[src/rtl/pe_conv_seq_pkg.sv]
// Shared types and sizes for the single-PE 2x2 convolution engine.
// Operand/accumulator widths, tap and window counts, FSM state encoding.
package conv_pkg;

    localparam int DATA_W   = 8;
    localparam int ACC_W    = 20;
    localparam int NUM_TAPS = 9;
    localparam int NUM_WIN  = 4;
    localparam int NUM_PIX  = 16;

    typedef enum logic [1:0] {
        IDLE,
        MAC,
        STORE,
        DONE
    } state_t;

endpackage

[src/rtl/pe_conv_seq_if.sv]
// Operand, control and result bundle between pe_conv_seq and its neighbours.
// master: drives start/a*/b*; slave (the engine) drives results and strobes.
interface pe_conv_seq_if;
    import conv_pkg::*;

    logic              start;
    logic [DATA_W-1:0] a11, a12, a13, a14;
    logic [DATA_W-1:0] a21, a22, a23, a24;
    logic [DATA_W-1:0] a31, a32, a33, a34;
    logic [DATA_W-1:0] a41, a42, a43, a44;
    logic [DATA_W-1:0] b11, b12, b13;
    logic [DATA_W-1:0] b21, b22, b23;
    logic [DATA_W-1:0] b31, b32, b33;
    logic [DATA_W-1:0] PE_result;
    logic [ACC_W-1:0]  result_full;
    logic              C11_PE, C12_PE;
    logic              C21_PE, C22_PE;
    logic              busy, done;

    modport master (
        output start,
        output a11, a12, a13, a14,
        output a21, a22, a23, a24,
        output a31, a32, a33, a34,
        output a41, a42, a43, a44,
        output b11, b12, b13,
        output b21, b22, b23,
        output b31, b32, b33,
        input  PE_result, result_full,
        input  C11_PE, C12_PE,
        input  C21_PE, C22_PE,
        input  busy, done
    );

    modport slave (
        input  start,
        input  a11, a12, a13, a14,
        input  a21, a22, a23, a24,
        input  a31, a32, a33, a34,
        input  a41, a42, a43, a44,
        input  b11, b12, b13,
        input  b21, b22, b23,
        input  b31, b32, b33,
        output PE_result, result_full,
        output C11_PE, C12_PE,
        output C21_PE, C22_PE,
        output busy, done
    );

endinterface

[src/rtl/pe_conv_seq_mac.sv]
// Registered unsigned multiply-accumulate for the convolution PE.
// Ports: clk, rst_n, clr_load (load product), en, x, w, acc.
module pe_mac
    import conv_pkg::*;
(
    input  logic              clk,
    input  logic              rst_n,
    input  logic              clr_load,
    input  logic              en,
    input  logic [DATA_W-1:0] x,
    input  logic [DATA_W-1:0] w,
    output logic [ACC_W-1:0]  acc
);

    logic [2*DATA_W-1:0] prod;
    logic [ACC_W-1:0]    prod_ext;

    assign prod     = x * w;
    assign prod_ext = {{(ACC_W-2*DATA_W){1'b0}}, prod};

    always_ff @(posedge clk or negedge rst_n) begin
        if (!rst_n) begin
            acc <= '0;
        end else if (en) begin
            acc <= clr_load ? prod_ext : acc + prod_ext;
        end
    end

endmodule

[src/rtl/pe_conv_seq.sv]
// Sequential 2x2 valid convolution of a 4x4 image with a 3x3 filter on one MAC.
// Ports: clk, rst_n, bus (slave: start/a*/b* in; PE_result/result_full/C*_PE/busy/done out).
module pe_conv_seq
    import conv_pkg::*;
(
    input  logic         clk,
    input  logic         rst_n,
    pe_conv_seq_if.slave bus
);

    state_t state, state_nx;

    logic [1:0]         ti, tj, win;
    logic               tap_first, tap_last;
    logic [1:0]         row, col;
    logic [3:0]         img_idx, flt_idx;
    logic [DATA_W-1:0]  img [NUM_PIX];
    logic [DATA_W-1:0]  flt [NUM_TAPS];
    logic [ACC_W-1:0]   acc;
    logic [NUM_WIN-1:0] strb;
    logic [DATA_W-1:0]  res_q;
    logic [ACC_W-1:0]   full_q;
    logic               done_q, busy_q;

    assign img[0]  = bus.a11;
    assign img[1]  = bus.a12;
    assign img[2]  = bus.a13;
    assign img[3]  = bus.a14;
    assign img[4]  = bus.a21;
    assign img[5]  = bus.a22;
    assign img[6]  = bus.a23;
    assign img[7]  = bus.a24;
    assign img[8]  = bus.a31;
    assign img[9]  = bus.a32;
    assign img[10] = bus.a33;
    assign img[11] = bus.a34;
    assign img[12] = bus.a41;
    assign img[13] = bus.a42;
    assign img[14] = bus.a43;
    assign img[15] = bus.a44;

    assign flt[0] = bus.b11;
    assign flt[1] = bus.b12;
    assign flt[2] = bus.b13;
    assign flt[3] = bus.b21;
    assign flt[4] = bus.b22;
    assign flt[5] = bus.b23;
    assign flt[6] = bus.b31;
    assign flt[7] = bus.b32;
    assign flt[8] = bus.b33;

    assign tap_first = (ti == 2'd0) && (tj == 2'd0);
    assign tap_last  = (ti == 2'd2) && (tj == 2'd2);

    // Image row/col never exceed 3, so {row,col} is the row-major index.
    assign row     = {1'b0, win[1]} + ti;
    assign col     = {1'b0, win[0]} + tj;
    assign img_idx = {row, col};
    assign flt_idx = {1'b0, ti, 1'b0} + {2'b00, ti} + {2'b00, tj};

    pe_mac u_mac (
        .clk      (clk),
        .rst_n    (rst_n),
        .clr_load (tap_first),
        .en       (state == MAC),
        .x        (img[img_idx]),
        .w        (flt[flt_idx]),
        .acc      (acc)
    );

    always_comb begin
        state_nx = state;
        unique case (state)
            IDLE:  if (bus.start) state_nx = MAC;
            MAC:   if (tap_last) state_nx = STORE;
            STORE: state_nx = (win == 2'd3) ? DONE : MAC;
            DONE:  state_nx = IDLE;
        endcase
    end

    always_ff @(posedge clk or negedge rst_n) begin
        if (!rst_n) begin
            state <= IDLE;
        end else begin
            state <= state_nx;
        end
    end

    always_ff @(posedge clk or negedge rst_n) begin
        if (!rst_n) begin
            ti  <= '0;
            tj  <= '0;
            win <= '0;
        end else begin
            unique case (state)
                IDLE: begin
                    if (bus.start) begin
                        ti  <= '0;
                        tj  <= '0;
                        win <= '0;
                    end
                end
                MAC: begin
                    if (tj == 2'd2) begin
                        tj <= '0;
                        ti <= tap_last ? 2'd0 : ti + 2'd1;
                    end else begin
                        tj <= tj + 2'd1;
                    end
                end
                STORE: win <= win + 2'd1;
                DONE:  win <= '0;
            endcase
        end
    end

    // busy covers the whole run including the done cycle; it is only
    // released on the edge after done unless a new start lands there.
    always_ff @(posedge clk or negedge rst_n) begin
        if (!rst_n) begin
            strb   <= '0;
            res_q  <= '0;
            full_q <= '0;
            done_q <= 1'b0;
            busy_q <= 1'b0;
        end else begin
            strb   <= '0;
            done_q <= (state == DONE);
            if (state == STORE) begin
                strb   <= NUM_WIN'(1) << win;
                res_q  <= acc[DATA_W-1:0];
                full_q <= acc;
            end
            if (state == IDLE && bus.start) begin
                busy_q <= 1'b1;
            end else if (done_q) begin
                busy_q <= 1'b0;
            end
        end
    end

    assign bus.PE_result   = res_q;
    assign bus.result_full = full_q;
    assign bus.C11_PE      = strb[0];
    assign bus.C12_PE      = strb[1];
    assign bus.C21_PE      = strb[2];
    assign bus.C22_PE      = strb[3];
    assign bus.done        = done_q;
    assign bus.busy        = busy_q;

endmodule

[src/flat_wrapper.sv]
// flat-port wrapper written by rule: the top's interface ports become plain ports
module pe_conv_seq_flat import conv_pkg::*;
  (clk, rst_n, bus_start, bus_a11, bus_a12, bus_a13, bus_a14, bus_a21, bus_a22, bus_a23, bus_a24, bus_a31, bus_a32, bus_a33, bus_a34, bus_a41, bus_a42, bus_a43, bus_a44, bus_b11, bus_b12, bus_b13, bus_b21, bus_b22, bus_b23, bus_b31, bus_b32, bus_b33, bus_PE_result, bus_result_full, bus_C11_PE, bus_C12_PE, bus_C21_PE, bus_C22_PE, bus_busy, bus_done);
  pe_conv_seq_if bus_i ();
  input  logic clk;
  input  logic rst_n;
  input wire logic [$bits(bus_i.start)-1:0] bus_start;
  input wire logic [$bits(bus_i.a11)-1:0] bus_a11;
  input wire logic [$bits(bus_i.a12)-1:0] bus_a12;
  input wire logic [$bits(bus_i.a13)-1:0] bus_a13;
  input wire logic [$bits(bus_i.a14)-1:0] bus_a14;
  input wire logic [$bits(bus_i.a21)-1:0] bus_a21;
  input wire logic [$bits(bus_i.a22)-1:0] bus_a22;
  input wire logic [$bits(bus_i.a23)-1:0] bus_a23;
  input wire logic [$bits(bus_i.a24)-1:0] bus_a24;
  input wire logic [$bits(bus_i.a31)-1:0] bus_a31;
  input wire logic [$bits(bus_i.a32)-1:0] bus_a32;
  input wire logic [$bits(bus_i.a33)-1:0] bus_a33;
  input wire logic [$bits(bus_i.a34)-1:0] bus_a34;
  input wire logic [$bits(bus_i.a41)-1:0] bus_a41;
  input wire logic [$bits(bus_i.a42)-1:0] bus_a42;
  input wire logic [$bits(bus_i.a43)-1:0] bus_a43;
  input wire logic [$bits(bus_i.a44)-1:0] bus_a44;
  input wire logic [$bits(bus_i.b11)-1:0] bus_b11;
  input wire logic [$bits(bus_i.b12)-1:0] bus_b12;
  input wire logic [$bits(bus_i.b13)-1:0] bus_b13;
  input wire logic [$bits(bus_i.b21)-1:0] bus_b21;
  input wire logic [$bits(bus_i.b22)-1:0] bus_b22;
  input wire logic [$bits(bus_i.b23)-1:0] bus_b23;
  input wire logic [$bits(bus_i.b31)-1:0] bus_b31;
  input wire logic [$bits(bus_i.b32)-1:0] bus_b32;
  input wire logic [$bits(bus_i.b33)-1:0] bus_b33;
  output wire logic [$bits(bus_i.PE_result)-1:0] bus_PE_result;
  output wire logic [$bits(bus_i.result_full)-1:0] bus_result_full;
  output wire logic [$bits(bus_i.C11_PE)-1:0] bus_C11_PE;
  output wire logic [$bits(bus_i.C12_PE)-1:0] bus_C12_PE;
  output wire logic [$bits(bus_i.C21_PE)-1:0] bus_C21_PE;
  output wire logic [$bits(bus_i.C22_PE)-1:0] bus_C22_PE;
  output wire logic [$bits(bus_i.busy)-1:0] bus_busy;
  output wire logic [$bits(bus_i.done)-1:0] bus_done;
  assign bus_i.start = bus_start;
  assign bus_i.a11 = bus_a11;
  assign bus_i.a12 = bus_a12;
  assign bus_i.a13 = bus_a13;
  assign bus_i.a14 = bus_a14;
  assign bus_i.a21 = bus_a21;
  assign bus_i.a22 = bus_a22;
  assign bus_i.a23 = bus_a23;
  assign bus_i.a24 = bus_a24;
  assign bus_i.a31 = bus_a31;
  assign bus_i.a32 = bus_a32;
  assign bus_i.a33 = bus_a33;
  assign bus_i.a34 = bus_a34;
  assign bus_i.a41 = bus_a41;
  assign bus_i.a42 = bus_a42;
  assign bus_i.a43 = bus_a43;
  assign bus_i.a44 = bus_a44;
  assign bus_i.b11 = bus_b11;
  assign bus_i.b12 = bus_b12;
  assign bus_i.b13 = bus_b13;
  assign bus_i.b21 = bus_b21;
  assign bus_i.b22 = bus_b22;
  assign bus_i.b23 = bus_b23;
  assign bus_i.b31 = bus_b31;
  assign bus_i.b32 = bus_b32;
  assign bus_i.b33 = bus_b33;
  assign bus_PE_result = bus_i.PE_result;
  assign bus_result_full = bus_i.result_full;
  assign bus_C11_PE = bus_i.C11_PE;
  assign bus_C12_PE = bus_i.C12_PE;
  assign bus_C21_PE = bus_i.C21_PE;
  assign bus_C22_PE = bus_i.C22_PE;
  assign bus_busy = bus_i.busy;
  assign bus_done = bus_i.done;
  pe_conv_seq u_core (.clk(clk), .rst_n(rst_n), .bus(bus_i));
endmodule
[config.mk]
export PLATFORM = sky130hd
export DESIGN_NAME = pe_conv_seq_flat
export DESIGN_NICKNAME = d
export VERILOG_FILES = /design/src/rtl/pe_conv_seq_pkg.sv /design/src/rtl/pe_conv_seq_if.sv /design/src/rtl/pe_conv_seq_mac.sv /design/src/rtl/pe_conv_seq.sv /design/src/flat_wrapper.sv
export SDC_FILE = /design/constraint.sdc
export NUM_CORES = 1
export LEC_CHECK = 0
export CORE_AREA = 4 4 170 90
export DETAILED_ROUTE_END_ITERATION = 8
export DIE_AREA = 0 0 174 94
export PLACE_DENSITY = 0.9
export SLEW_MARGIN = 20
export SYNTH_ARGS = -nofsm -noshare
export SYNTH_HDL_FRONTEND = slang
export SYNTH_SLANG_ARGS = --single-unit
[constraint.sdc]
create_clock -name clk -period 17.85 [get_ports clk]
set_input_delay 3.57 -clock clk [delete_from_list [all_inputs] [get_ports clk]]
set_output_delay 3.57 -clock clk [all_outputs]
set_load 0.01 [all_outputs]
# Word-level counts from Yosys, hierarchy flattened
# Cells that the tools add are included.
# word_totals
ff_bits,62
inputBits,203
output_inout_bits,34
wordCells,67
# op_classes
add_sub_neg,8
n_mul,1
n_lt_le_gt_ge,2
eq_ne,9
shifts,1
n_mux,21
bitwise,2
n_reduce_logical,13
# ops
operator,n
$bmux W8 S4,2
$mux W8,4
$add A20 B16 Y20,1
$mux W20,1
$mul A8 B8 Y16,1
$mux W2,7
$eq A2 B2 Y1 const B,5
$ge A5 B5 Y1 const B,2
$not A4 Y5,2
$pmux W2 S2,2
$pmux W2 S4,1
$add A2 B1 Y2 const B,3
$logic_not A2 Y1,3
$pmux W2 S3,1
$reduce_and A2 Y1,3
$add A1 B2 Y2,2
$add A3 B2 Y4,1
$add A4 B2 Y4,1
$mux W4,1
$ne A2 B1 Y1 const B,2
$reduce_bool A2 Y1,2
$shl A1 B2 Y4 const A,1
$logic_and A1 B1 Y1,3
$reduce_and A3 Y1,1
other kinds (4),5

# Depth between registers and ports, before layout
# Gate-level depths: netlist of run 1.
# depth
depth_word,9
mapped_depth,34

# By module
# From an unflattened synthesis of run 1, not the netlist that was laid out.
# hier_totals
cells_unflattened,770
hier_area_um2,7194.4
# modules_own_cells
module,instances,cells_per_inst,area_per_inst_um2,seq_area_each_um2
pe_mac,1,473,4006.3,500.5
pe_conv_seq,1,297,3188.1,850.8

# Worst setup path before layout of run 1
# Ideal clock, no wire load.
# synth_timing
path_kind,input -> register
start,in bus_a44[3]
end,reg u_core.u_mac.acc[19]
arrival_time_ns,9.750
t_required_ns,17.781
slack_ns,8.031
stages,25
n_path_buf,0
cell_sequence,mux4_2 > mux4_2 > and2_1 > fa_1 > inv_1 > fa_1 > inv_1 > fa_1 > inv_1 > fa_1 > inv_1 > ha_1 > a21oi_1 > a211oi_1 > or3b_1 > a21oi_1 > xnor2_1 > ha_1 > nand4_1 > nor2_1 > o21ai_0 > a311oi_1 > o21ai_1 > or4_1 > nand3_1
# synth_between
elab_chain_cells,6
# synth_rtl
item,line,source
"start, declared",flat_wrapper.sv:23,input wire logic [$bits(bus_i.a44)-1:0] bus_a44;
$bmux W8 S4,pe_conv_seq.sv:66,".x (img[img_idx]),"
$mux W8 (implied by the code) (2 in series),pe_conv_seq.sv:66,
$mul A8 B8 Y16,pe_conv_seq_mac.sv:18,assign prod = x * w;
$add A20 B16 Y20,pe_conv_seq_mac.sv:25,acc <= clr_load ? prod_ext : acc + prod_ext;
$mux W20,pe_conv_seq_mac.sv:25,
"end signal, assigned",pe_conv_seq_mac.sv:25,
"end, declared",pe_conv_seq_mac.sv:12,output logic [ACC_W-1:0] acc
# Every way passes these cells. The select of a mux whose other input is x is not followed.
# A chain may end at the register's enable or synchronous reset.

# Final worst setup path of run 1
# layout_timing
start,in bus_b31[5]
end,reg u_core.u_mac.acc[19]
# layout_between
elab_chain_cells,6
# layout_rtl
item,line,source
"start, declared",flat_wrapper.sv:30,input wire logic [$bits(bus_i.b31)-1:0] bus_b31;
$bmux W8 S4,pe_conv_seq.sv:67,".w (flt[flt_idx]),"
$mux W8 (implied by the code) (2 in series),pe_conv_seq.sv:67,
$mul A8 B8 Y16,pe_conv_seq_mac.sv:18,
$add A20 B16 Y20,pe_conv_seq_mac.sv:25,
$mux W20,pe_conv_seq_mac.sv:25,
# Every way passes these cells. The select of a mux whose other input is x is not followed.

==> results.cfg, run 1 <==
[setup_path]
path_max_fanout = 8
arrival_ns = 11.13
critPathCaptureType = flop
slowest_stage = o21ai_0
crit_buf_inv = 4
cp_common_cell = fa_1
cpLargestDelayFamily = adder cells
worst_ep_required_time_ns = 18.10
cpPeakStageDelay_ns = 0.91
critical_path_class = input pin to flop
critPathLaunchType = input pin

[logic_synthesis]
synth_seq_cells = 54
synth_fa_ha_area_share_pct = 22.6
ys_async_sr_fraction_pct = 100
synth.distinct_cells = 55
syn_nets = 963
ys_seq_area_share_pct = 19.6
synthMuxAreaShare_pct = 23.3
synth_top_family_by_area = multiplexers
synth-xor-area-share_pct = 3.85
synth-main-ff-cell = dfrtp_1
syn_area_sq_mm = 0.00689
avgSynthCellArea_sq_um = 10.5
synth_compound_area_share_pct = 11.2
yosysWarnings = 0
synthCells = 659
synth-edff-count = 0
synth_simple_gate_area_share_pct = 13.0

[placement]
hpwl_mm = 19.6
io_buffers = 236
gp_congestion = 1.07

[clock_tree]
clock_sinks = 54
clk_path_buf_depth = 2
insertion_delay_ns = 0.31
post_cts_buffers = 0
ctsResizeCount = 0
cts_tree = done
numCtsBuffers = 5
clk_pin_slew_ns = 0.08
h-tree-depth = 2
root_buffer = clkbuf_16
hold_buffers = 0

[drt]
drtAntennaViolNets = 0
wirelength_mm = 23.4
vias = 6292
remaining_drc_errors = 0
wire_per_inst_microns = 22.2
drt_iter0_drc = 638
avgViaCountPerCell = 5.97
firstDrtPassIters = 5

[global_route]
overflow = 0
grt.total_usage_pct = 27.8
grt_max_degree = 55
grt_pass1_wl_mm = 35.2
antenna_found_initial = 4
grt_pass1_vias = 6367

[cells_and_area]
nNetsFinal = 1176
final_common_cell = clkdlybuf4s50_1
diodes = 0
drive_gt1_share_pct = 10.7
area_delta_synth_final_pct = 37.5
final_cell_mix = 235 x clkdlybuf4s50_1, 63 x inv_1, 62 x and2_1

[floorplan]
rows = 31
boundaryPins = 237
core_sq_mm = 0.0140
die_y_microns = 94
initial_core_util_pct = 49.4
dieArea_sq_mm = 0.0164
die_w_microns = 174

[timing]
rsz0062_at_grt = false
max_freq_mhz = 91.9
drv_slew = 0
fin_crit_sh_pct = 60.9
fin_tns_setup_ns = 0
worstMarginPinSlew_ns = 1.15
clock-skew-final_ns = 0.0121
min_period_ns = 10.88
setup_viol = 0
finalHoldViolations = 0
max-slew-margin-rel_pct = 22.3

[job]
drv_cap = 0

[outcome]
run_status = finished clean

[min_path]
min-delay-path-class = flop to flop
==> worst reg2reg max path: cells and delay by family, from the launching register on <==
family	cells	cell delay [ns]
fa+ha+maj	9	4.65
compound gates	7	2.18
simple gates	6	1.37
flops	1	0.69
mux	2	0.48
buf+inv	5	0.35
xor+xnor	1	0.12
==> state kept, by name, indices dropped and copies added (netlist names) <==
signal                  flops
u_core.bus.result_full     20
u_core.u_mac.acc           20
u_core.strb                 4
u_core.state                2
u_core.ti                   2
u_core.tj                   2
u_core.win                  2
u_core.bus.busy             1
u_core.bus.done             1
==> final cells by class <==
class / instances / area, sq um
Clock buffer: 5 / 125
Clock inverter: 3 / 28.8
Fill cell: 1020 / 4480
Inverter: 63 / 236
Multi-Input combinational cell: 508 / 5100
Sequential cell: 54 / 1350
Tap cell: 181 / 226
Timing Repair Buffer: 240 / 2410
==> metrics by stage <==
step	cell area [sq um]	setup slack, ns	std cells	util (%)	hold WS (ns)
2_1_floorplan	6890	8.03	659	-	0.472
3_3_place_gp	9290	7.19	1045	66.6	0.491
3_5_place_dp	9300	6.94	1045	66.6	0.453
4_1_cts	9450	7.18	1053	67.7	0.493
5_1_grt	9480	6.67	1054	67.9	0.512
6_report	9480	6.97	1054	67.9	0.488
==> layer usage <==
metal  GRT usage, %  vias to the layer above  part of all wire (%)
li1               -                     2792                     -
met2           40.4                      341                    44
met3           12.3                       32                    13
met4           4.15                        4                   1.2
met1           39.2                     3123                    41
met5              0                        -                  0.10
==> cell usage after synthesis, types with 4 or more instances <==
| cell | n | share of area [%] |
|---|---|---|
| inv_1 | 63 | 3.4 |
| and2_1 | 62 | 5.6 |
| ha_1 | 62 | 11 |
| dfrtp_1 | 54 | 20 |
| mux4_2 | 52 | 17 |
| nand2_1 | 51 | 2.8 |
| fa_1 | 39 | 11 |
| o21ai_0 | 30 | 2.2 |
| nor2_1 | 28 | 1.5 |
| a21oi_1 | 27 | 2.0 |
| mux2_2 | 21 | 3.4 |
| a21o_1 | 17 | 1.9 |
| xnor2_1 | 15 | 1.9 |
| buf_4 | 10 | 1.1 |
| clkbuf_1 | 10 | 0.54 |
| a31oi_1 | 9 | 0.82 |
| mux2i_1 | 9 | 1.3 |
| xor2_1 | 9 | 1.1 |
| a211oi_1 | 8 | 0.87 |
| buf_2 | 6 | 0.44 |
| nand3_1 | 6 | 0.44 |
| buf_6 | 5 | 0.82 |
| mux4_1 | 4 | 1.5 |
| nand4_1 | 4 | 0.36 |
| nor2b_1 | 4 | 0.36 |
==> logic make-up after synthesis <==
| family | Yosys count |
|---|---|
| muxes | 86 |
| DFF | 54 |
| xor gates and xnor gates | 26 |
| AOI/OAI and AO/OA | 122 |
| and+or+nand+nor | 173 |
| buffers and inverters | 97 |
| adders and majority gates | 101 |
==> path summary, 6_finish.rpt <==
check / start / endpoint / slack, ns / cells after the start
setup / recovery: bus_b31[5] / u_core.u_mac.acc[19]$_DFFE_PN0P_ / 6.97 / 26
hold / removal: u_core.bus.done$_DFF_PN0_ / u_core.bus.busy$_DFFE_PN0P_ / 0.49 / 1
hold reg to reg: u_core.bus.done$_DFF_PN0_ / u_core.bus.busy$_DFFE_PN0P_ / 0.49 / 1
min in group asynchronous: rst_n / u_core.bus.result_full[3]$_DFFE_PN0P_ / 3.39 / 2
max in group asynchronous: rst_n / u_core.ti[0]$_DFFE_PN0P_ / 13.99 / 2
setup reg to reg: u_core.ti[1]$_DFFE_PN0P_ / u_core.u_mac.acc[19]$_DFFE_PN0P_ / 7.97 / 30
Power of run 1 is not shown: default switching activity piles up to over one toggle a cycle in this logic, so the estimate is an artifact.
==> inputs of run 2 (changes only) <==
Settings changed: CORE_AREA 4 4 170 90 to 4 4 185 97, DIE_AREA 0 0 174 94 to 0 0 189 101, PLACE_DENSITY 0.9 to 0.81.
Clock period 17.85 ns to 8.9 ns, I/O delays scaled along.
==> results.cfg, run 2 (synthesis gave the netlist of run 1 again) <==
[outcome]
run_status = finished clean

[placement]
gp_congestion = 0.969
dpl.cell_count = 1108
io_buffers = 236
post-place-ws_ns = -0.113
hpwl_mm = 17.4

[cells_and_area]
fin_cells = 1117
final_common_cell = clkdlybuf4s50_1
final_util_pct = 59.8
final_cell_mix = 235 x clkdlybuf4s50_1, 63 x inv_1, 62 x and2_1
drive_gt1_share_pct = 13.3
diodes = 0
nNetsFinal = 1193
area_delta_synth_final_pct = 40.8

[setup_path]
path_max_fanout = 6
critPathCaptureType = flop
critPathLaunchType = input pin
worst_ep_required_time_ns = 9.13
critical_path_class = input pin to flop
crit_start = bus_a44[3]
cpPeakStageDelay_ns = 0.57
r2r_slack_ns = 0.56
r2r_end = u_core.u_mac.acc[19]$_DFFE_PN0P_
timing.rr.start = u_core.tj[1]$_DFFE_PN0P_
crit_path_end = u_core.u_mac.acc[19]$_DFFE_PN0P_
slowest_stage = mux4_2
r2r_cells = 30
arrival_ns = 8.78

[floorplan]
boundaryPins = 237
rows = 33
dieArea_sq_mm = 0.0191
initial_core_util_pct = 42.5
die_w_microns = 189
core_sq_mm = 0.0162
die_y_microns = 101

[clock_tree]
hold_buffers = 0
clk_path_buf_depth = 2
clk_pin_slew_ns = 0.07
root_buffer = clkbuf_16
cts_tree = done
insertion_delay_ns = 0.30
h-tree-depth = 2
clock_sinks = 54
numCtsBuffers = 5

[drt]
remaining_drc_errors = 0
firstDrtPassIters = 5
avgViaCountPerCell = 5.44
vias = 6081
drt_iter0_drc = 455
drtAntennaViolNets = 0
wirelength_mm = 20.5
wire_per_inst_microns = 18.3

[timing]
finalHoldViolations = 0
fin_crit_sh_pct = 96.0
worstMarginPinSlew_ns = 0.963
max-slew-margin-rel_pct = 35.8
rsz0062_at_grt = false
min_period_ns = 8.55
clock-skew-final_ns = 0.00576
fin_tns_setup_ns = 0
setup_viol = 0
setup_ws_ns = 0.353
max_freq_mhz = 117
drv_slew = 0

[global_route]
overflow = 0
antenna_found_initial = 0
grt_max_degree = 55
grt_pass1_vias = 6395
grt.total_usage_pct = 21.0
grt_pass1_wl_mm = 32.3

[min_path]
min_from = u_core.bus.done$_DFF_PN0_
min-delay-path-class = flop to flop
min_path_cells = 1

[job]
drv_cap = 0
run 2: cell count changes in the layout (fill, tap and decap cells not counted), moves of 2 or more:
cell / before / now
buf_12: 0 / 2
o21ai_0: 29 / 26
o21ai_2: 0 / 2
buf_4: 3 / 19
clkinv_4: 2 / 0
run 2: cell type report:
cell class                 count  area, sq um
inverter                      63          236
tap                          227          284
clock buffer                   6          139
multi-input combinational    508         5130
fill                        1307         6530
sequential                    54         1350
clock inverter                 2         16.3
timing repair buffer         257         2540
run 2: how the worst min path moves through the flow:
stage                                      endpoint  slack [ns]
floorplan           u_core.u_mac.acc[2]$_DFFE_PN0P_        0.47
global placement        u_core.bus.busy$_DFFE_PN0P_        0.45
detailed placement      u_core.bus.busy$_DFFE_PN0P_        0.46
CTS                     u_core.bus.busy$_DFFE_PN0P_        0.48
global route            u_core.bus.busy$_DFFE_PN0P_        0.52
finish                  u_core.bus.busy$_DFFE_PN0P_        0.48
run 2: critical path, delay by kind of cell:
kind / cells / cell delay, ns
multiplexers: 2 / 1.05
AND/OR/NAND/NOR: 5 / 1.41
adder cells (fa/ha/maj): 6 / 2.79
buffers and inverters: 5 / 0.60
AO/OA/AOI/OAI: 6 / 1.03
XOR/XNOR: 1 / 0.12
run 2: layer usage:
layer | track usage, % | part of all wire, % | up-vias
li1 | - | - | 2827
met1 | 28.7 | 43 | 2994
met2 | 36.4 | 50 | 236
met3 | 3.63 | 6.4 | 24
met4 | 3.02 | 1.2 | 0
met5 | 0 | 0 | -
run 2: per-stage QoR:
step / hold WS, ns / area [sq um]
finish: 0.485 / 9700
global route: 0.518 / 9700
CTS: 0.480 / 9650
detailed placement: 0.463 / 9490
global placement: 0.446 / 9490
floorplan: 0.472 / 6890
run 2: repair_timing:
item,CTS,global route
gates resized for setup,0,12
buffers inserted,0,1
endpoints found under the setup margin,0,6
Power of run 2 is left out for the same reason.
==> inputs of run 3 (changes only) <==
Settings changed: CELL_PAD_IN_SITES_DETAIL_PLACEMENT set to 0, CELL_PAD_IN_SITES_GLOBAL_PLACEMENT set to 1, CORE_AREA 4 4 185 97 to 4 4 213 111, DIE_AREA 0 0 189 101 to 0 0 217 115, SLEW_MARGIN 20 to 10.
==> results.cfg, run 3 (synthesis gave the netlist of run 1 again) <==
[global_route]
use_met2_pct = 27.8
use_met1_pct = 23.4
overflow = 0
grt_pass1_vias = 6159
grt.total_usage_pct = 16.5
grt.busiest_layer = met2
antenna_found_initial = 0
use_met3_pct = 2.61
grt_pass1_wl_mm = 33.2
grt_max_degree = 55

[timing]
finalHoldViolations = 0
drv_slew = 0
rsz0062_at_grt = false
worstMarginPinSlew_ns = 0.996
max-slew-margin-rel_pct = 33.6
timing.hold.ws_ns = 0.510
clock-skew-final_ns = 0.00475
fin_tns_setup_ns = 0
min_period_ns = 8.60
max_freq_mhz = 116
setup_viol = 0
fin_crit_sh_pct = 96.6

[setup_path]
critPathLaunchType = input pin
critical_path_class = input pin to flop
critPathCaptureType = flop
cpPeakStageDelay_ns = 0.55
timing.rr.start = u_core.tj[1]$_DFFE_PN0P_
slowest_stage = mux4_2
worst_ep_required_time_ns = 9.13
crit_start = bus_a23[3]
path_max_fanout = 6
arrival_ns = 8.82

[drt]
drt_iter0_drc = 328
vias = 5978
avgViaCountPerCell = 4.99
wire_per_inst_microns = 17.7
remaining_drc_errors = 0
drtAntennaViolNets = 0
firstDrtPassIters = 5
wirelength_mm = 21.2

[job]
drv_cap = 0

[placement]
dpl_cell_area_sq_mm = 0.00964
hpwl_mm = 18.2
dpl.cell_count = 1188
gp_congestion = 0.873
io_buffers = 236

[clock_tree]
clock_sinks = 54
clk_path_buf_depth = 2
insertion_delay_ns = 0.29
cts_tree = done
h-tree-depth = 2
numCtsBuffers = 5
clk_pin_slew_ns = 0.07
root_buffer = clkbuf_16

[floorplan]
rows = 38
die_y_microns = 115
core_sq_mm = 0.0216
boundaryPins = 237
die_w_microns = 217
initial_core_util_pct = 31.9
dieArea_sq_mm = 0.0250

[cells_and_area]
nNetsFinal = 1200
area_delta_synth_final_pct = 42.2
n_fill_cell = 2041
final-seq-area_sq_mm = 0.00135
final_common_cell = clkdlybuf4s50_1
fin_cells = 1197
diodes = 0
fin_area_sq_mm = 0.00980
final_cell_mix = 235 x clkdlybuf4s50_1, 63 x inv_1, 62 x and2_1
drive_gt1_share_pct = 13.4
multi_input_area_sq_mm = 0.00511

[min_path]
min-delay-path-class = flop to flop
min_from = u_core.bus.result_full[14]$_DFFE_PN0P_

[outcome]
run_status = finished clean
[run 3: final timing paths]
kind | endpoint | slack [ns] | cells past startpoint
min in group asynchronous | u_core.strb[1]$_DFF_PN0_ | 1.61 | 2
max in group asynchronous | u_core.bus.result_full[8]$_DFFE_PN0P_ | 6.82 | 2
worst min-delay path | u_core.bus.result_full[14]$_DFFE_PN0P_ | 0.51 | 1
worst min register to register | u_core.bus.result_full[14]$_DFFE_PN0P_ | 0.51 | 1
worst max-delay path | u_core.u_mac.acc[19]$_DFFE_PN0P_ | 0.30 | 25
worst max register to register | u_core.u_mac.acc[19]$_DFFE_PN0P_ | 0.43 | 31
[run 3: cell type report]
type,count,area share [%]
inverters,63,2.41
repair buffers,264,26.3
well taps,300,3.83
clock buffers,7,1.45
flip-flops and latches,54,13.8
clock inverters,1,0.0510
multi-input cells,508,52.2
[run 3: worst max-delay path: cells and delay by family]
kind            cells  cell delay [ns]
fa+ha+maj           6             2.76
simple gates        5             1.39
xor+xnor            1             0.11
mux                 2             1.02
buf+inv             5             0.63
compound gates      6             1.11
[run 3: repair_timing]
action,CTS,global route
setup endpoints to repair,0,5
hold buffers,0,0
buffers inserted,0,1
resized for setup,0,7
[run 3: through the flow]
step,setup WS (ns),util [%]
2_1_floorplan,0.614,-
6_report,0.304,45.4
4_1_cts,0.146,45.3
3_5_place_dp,-0.0569,44.6
3_3_place_gp,0.0549,44.6
5_1_grt,0.0178,45.4
[run 3: routing by layer]
| layer | wire (microns) | up-vias | part of all wire (%) |
|---|---|---|---|
| li1 | - | 2845 | - |
| met1 | 9630 | 2964 | 45 |
| met2 | 10400 | 157 | 49 |
| met3 | 1070 | 12 | 5.0 |
| met4 | 136 | 0 | 0.64 |
| met5 | 0 | - | 0 |
Power of run 3 is left out for the same reason.
